## src/rtl/sram_port_arb.sv

```systemverilog
// Three-way round-robin arbiter in front of a single-port SRAM.
// Two read ports (conv, FC) and one write port (writeback).
module sram_port_arb #(
  parameter int AW = 12,
  parameter int DW = 16
) (
  input  logic          clk,
  input  logic          reset,
  input  logic          arb_en,
  input  logic          c_req,
  input  logic [AW-1:0] c_addr,
  input  logic          f_req,
  input  logic [AW-1:0] f_addr,
  input  logic          w_req,
  input  logic [AW-1:0] w_addr,
  input  logic [DW-1:0] w_wdata,
  output logic          c_gnt,
  output logic          f_gnt,
  output logic          w_gnt,
  output logic          c_rvalid,
  output logic          f_rvalid,
  output logic [DW-1:0] rd_data,
  output logic          mem_en,
  output logic          mem_we,
  output logic [AW-1:0] mem_addr,
  output logic [DW-1:0] mem_wdata,
  input  logic [DW-1:0] mem_rdata,
  output logic [15:0]   conflict_cnt
);

  logic [1:0]  ptr_q, ptr_d;
  logic        c_rv_q, c_rv_d;
  logic        f_rv_q, f_rv_d;
  logic [15:0] cnt_q, cnt_d;

  logic [3:0]  req;
  logic [1:0]  s0, s1, s2;
  logic [1:0]  gidx;
  logic        any;
  logic        multi;

  // Requests are masked while disabled or in reset so no grant leaks out.
  always_comb begin
    req = {1'b0, w_req, f_req, c_req}
          & {4{arb_en & ~reset}};
    any = |req[2:0];
    multi = (req[0] & req[1])
          | (req[0] & req[2])
          | (req[1] & req[2]);
  end

  always_comb begin
    s0 = 2'd0;
    s1 = 2'd1;
    s2 = 2'd2;
    unique case (ptr_q)
      2'd0: begin
        s0 = 2'd1;
        s1 = 2'd2;
        s2 = 2'd0;
      end
      2'd1: begin
        s0 = 2'd2;
        s1 = 2'd0;
        s2 = 2'd1;
      end
      default: begin
        s0 = 2'd0;
        s1 = 2'd1;
        s2 = 2'd2;
      end
    endcase
  end

  // First active request in rotated order wins.
  always_comb begin
    gidx = ptr_q;
    priority case (1'b1)
      req[s0]: gidx = s0;
      req[s1]: gidx = s1;
      req[s2]: gidx = s2;
      default: gidx = ptr_q;
    endcase
  end

  always_comb begin
    c_gnt = any && (gidx == 2'd0);
    f_gnt = any && (gidx == 2'd1);
    w_gnt = any && (gidx == 2'd2);
  end

  always_comb begin
    mem_en    = any;
    mem_we    = w_gnt;
    mem_addr  = '0;
    mem_wdata = '0;
    unique case (1'b1)
      c_gnt: mem_addr = c_addr;
      f_gnt: mem_addr = f_addr;
      w_gnt: begin
        mem_addr  = w_addr;
        mem_wdata = w_wdata;
      end
      default: mem_addr = '0;
    endcase
  end

  always_comb begin
    ptr_d  = any ? gidx : ptr_q;
    c_rv_d = c_gnt;
    f_rv_d = f_gnt;
    cnt_d  = cnt_q;
    if (multi && (cnt_q != 16'hFFFF))
      cnt_d = cnt_q + 16'd1;
  end

  // ptr resets to 2 so requester 0 is searched first.
  always_ff @(posedge clk or posedge reset) begin
    if (reset) begin
      ptr_q  <= 2'd2;
      c_rv_q <= 1'b0;
      f_rv_q <= 1'b0;
      cnt_q  <= 16'd0;
    end else begin
      ptr_q  <= ptr_d;
      c_rv_q <= c_rv_d;
      f_rv_q <= f_rv_d;
      cnt_q  <= cnt_d;
    end
  end

  assign c_rvalid     = c_rv_q;
  assign f_rvalid     = f_rv_q;
  assign rd_data      = mem_rdata;
  assign conflict_cnt = cnt_q;

endmodule

```

## config.mk

```make
export PLATFORM = sky130hd
export DESIGN_NAME = sram_port_arb
export DESIGN_NICKNAME = d
export VERILOG_FILES = /design/src/rtl/sram_port_arb.sv
export SDC_FILE = /design/constraint.sdc
export NUM_CORES = 1
export LEC_CHECK = 0
export ABC_CLOCK_PERIOD_IN_PS = 4900
export BUFFER_PORTS_ARGS = -buffer_cell sky130_fd_sc_hd__buf_2
export CAP_MARGIN = 20
export CORE_MARGIN = 2
export CORE_UTILIZATION = 39
export CTS_CLUSTER_DIAMETER = 200
export CTS_CLUSTER_SIZE = 40
export DETAILED_ROUTE_END_ITERATION = 7
export PLACE_DENSITY = 0.82
export SLEW_MARGIN = 10
export SYNTH_ARGS = -nofsm -noshare
export SYNTH_HDL_FRONTEND = slang
export SYNTH_SLANG_ARGS = --single-unit
```

## constraint.sdc

```tcl
create_clock -name clk -period 4.9 [get_ports clk]
set_clock_uncertainty 0.15 [all_clocks]
set_input_delay 0.98 -clock clk [delete_from_list [all_inputs] [get_ports clk]]
set_output_delay 0.98 -clock clk [all_outputs]
set_load 0.01 [all_outputs]
```

==> results.json <==
{
  "die_h_um": 69.15,
  "hold_ws_ns": 0.3299,
  "vias": 1622,
  "end_kind": "output pin",
  "stdcell_count": 319,
  "firstDrtPassIters": 4,
  "synth-seq-cells": 20,
  "grt_max_degree": 21,
  "fin_setup_tns_ns": 0,
  "power_leakage_nw": 1.184,
  "synthTopCellsByArea": "dfrtp_1, buf_4, xor2_1, and2_1, o31ai_1",
  "hpwlAfterDp_mm": 3.712,
  "tightest_slew_ns": 0.8137,
  "maxCapViolations": 0,
  "ir_drop_uv": 125.1,
  "fin_crit_ns": 4.203,
  "fmax_mhz": 237.9,
  "hp-start": "conflict_cnt[15]",
  "grt_pass1_vias": 1610,
  "required_ns": 3.77,
  "cpPeakStageDelay_ns": 0.47,
  "die_area_um2": 4782,
  "ioPinCount": 141,
  "cts_buffer_depth": 2,
  "grt_pass1_wl_mm": 7.527,
  "cts_hold_buf": 0,
  "final_core_utilization": 0.5270,
  "period_share": 0.8577,
  "ys.warnings.count": 0,
  "rsz0062_at_grt": "no",
  "clk_pin_slew_ns": 0.07,
  "synthesis.area_um2": 1655,
  "syn_inst": 188,
  "overflow": 0,
  "gp_congestion": 0.7633,
  "grt_antenna_before_repair": 0,
  "dp_cells": 315,
  "p_per_area_nw_per_um2": 291.7,
  "drcViolationCount": 0,
  "cts_root_buf": "clkbuf_8",
  "dp_slack_ns": 0.6703,
  "coreArea_um2": 4029,
  "synth_top_cell_area_share": 0.2872,
  "wirelength_mm": 4.541,
  "final_hold_viol_count": 0,
  "hold_class": "flip-flop to flip-flop",
  "cts_tree": "yes",
  "antenna_left": 0,
  "cts_resized": 0,
  "worstSetupStartpoint": "reset",
  "syn_area_per_cell_um2": 8.805,
  "ys_seq_area_frac": 0.3031,
  "syn_nets": 263,
  "critPathLaunchType": "input pin",
  "setup_slack_ns": 0.6973,
  "n_antenna_cell": 0,
  "reg2reg_from": "ptr_q[0]",
  "setup_violations": 0,
  "die_x_um": 69.15,
  "status": "finished, final reports clean",
  "crit_type": "input pin to output pin",
  "slowest_stage": "o211a_1",
  "port_buffers": 108,
  "avgViaCountPerCell": 5.085,
  "grt_usage": 0.1872,
  "syn2layout_area_growth_pct": 28.27,
  "yosysTopAreaCell": "dfrtp_1",
  "numClockSinks": 20,
  "htreeDepth": 1,
  "drive_gt1_frac": 0.4758,
  "cp_max_fo": 14,
  "cpMostUsedCell": "buf_2",
  "clk_latency_ns": 0.26,
  "ys_types": 40,
  "nNetsFinal": 345,
  "start_util": 0.4109,
  "worstPathArrival_ns": 3.07,
  "num_rows": 23,
  "drt_iter0_markers": 59,
  "drv_slew": 0,
  "wl_per_cell_um": 14.24,
  "cts-buffers-inserted": 3,
  "max_slew_margin": 0.4539,
  "cts_setup_buffers": 0,
  "crit_chain": "buf_2 -> nor2b_1 -> o211a_1 -> or2_1 -> inv_1 -> nor4_1 -> buf_2"
}
## area by class of cell
class	count	area [µm²]
Fill cell	392	1906
Timing Repair Buffer	108	540.5
Tap cell	50	62.56
Multi-Input combinational cell	134	935.9
Clock buffer	3	41.29
Inverter	3	11.26
Sequential cell	20	501.7
Clock inverter	1	30.03
## cell usage after synthesis
master and count:
and2_1 16, mux2i_1 1, ha_1 1, o211a_1 1, buf_4 17, xnor2_1 1
o21ai_1 1, nor2b_1 2, nand3_1 17, nor4b_2 1, nor4_2 1, o21ai_0 12
nand2_1 5, o22ai_1 1, and3_1 4, buf_6 3, or2_1 1, and4_4 1
nor3b_2 1, o31ai_1 12, dfrtp_1 19, maj3_1 1, nor3b_1 2, nor3_2 8
nand3_2 2, xor2_1 14, buf_2 3, a31oi_2 1, nor2_1 4, and4_1 4
nand2b_1 2, mux2_1 1, nor4_1 1, dfstp_2 1, a31oi_1 12, inv_1 3
nor3_1 1, o21a_1 1, nand4_1 1, clkbuf_1 8
## final timing paths
path                            slack, ns  cells past startpoint          endpoint
worst min register to register       0.33                      1  conflict_cnt[15]
min in group asynchronous            0.71                      2  conflict_cnt[10]
worst max-delay path                 0.70                      7             c_gnt
max in group asynchronous            3.41                      2   conflict_cnt[4]
worst min-delay path                 0.33                      1  conflict_cnt[15]
worst max register to register       2.66                      5          c_rvalid
## kinds of logic after synthesis
| kind of cell | Yosys count | synth area share |
|---|---|---|
| and+or+nand+nor | 74 | 0.2986 |
| AOI/OAI and AO/OA | 41 | 0.1610 |
| buffers and inverters | 34 | 0.1315 |
| DFF | 20 | 0.3031 |
| xor gates and xnor gates | 15 | 0.07937 |
| muxes | 2 | 0.01285 |
| adders and majority gates | 2 | 0.01360 |
## worst max-delay path: cells and delay by family
family,cells,cell delay (ns)
buffers and inverters,3,0.42
AND/OR/NAND/NOR,3,1.19
AO/OA/AOI/OAI,1,0.47
## metrics by stage
stage,power [mW],cell area (µm²)
2_1_floorplan,0.3853,1655
3_3_place_gp,0.4519,2052
3_5_place_dp,0.4585,2052
4_1_cts,0.6247,2123
5_1_grt,0.6641,2123
6_report,0.6193,2123
## layer usage
metal	global-route usage	part of all wire	wire length, µm	vias to the layer above
li1	-	-	-	820
met1	0.2271	0.41	1882	726
met2	0.3451	0.52	2354	70
met3	0.03216	0.059	266	6
met4	0.03704	0.0084	38	0
met5	0	0	0	-
## flip-flops by register name, indices dropped and copies added, names as in the netlist
| signal | count |
|---|---|
| conflict_cnt | 16 |
| f_rvalid | 1 |
| ptr_q | 2 |
| c_rvalid | 1 |
## power by group
part	total [mW]	leakage, nW	switching [mW]	internal (mW)
sequential	0.232	0.261	0.0367	0.195
combinational	0.222	0.887	0.129	0.0931
clock	0.165	0.0357	0.0559	0.109
total	0.619	1.18	0.222	0.397
## cell usage in the layout, fill, tap and decap left out, drive strengths merged, types with 2 or more instances in the layout
| master | n |
|---|---|
| and3 | 4 |
| nand2 | 5 |
| nor3 | 9 |
| and4 | 5 |
| nor2 | 4 |
| buf | 108 |
| a31oi | 13 |
| nand3 | 19 |
| nor4 | 2 |
| dfrtp | 19 |
| inv | 3 |
| nor2b | 2 |
| and2 | 16 |
| xor2 | 14 |
| nor3b | 3 |
| o21ai | 13 |
| clkbuf | 3 |
| nand2b | 2 |
| o31ai | 12 |
Note: power is estimated with default switching activity, not from simulation.
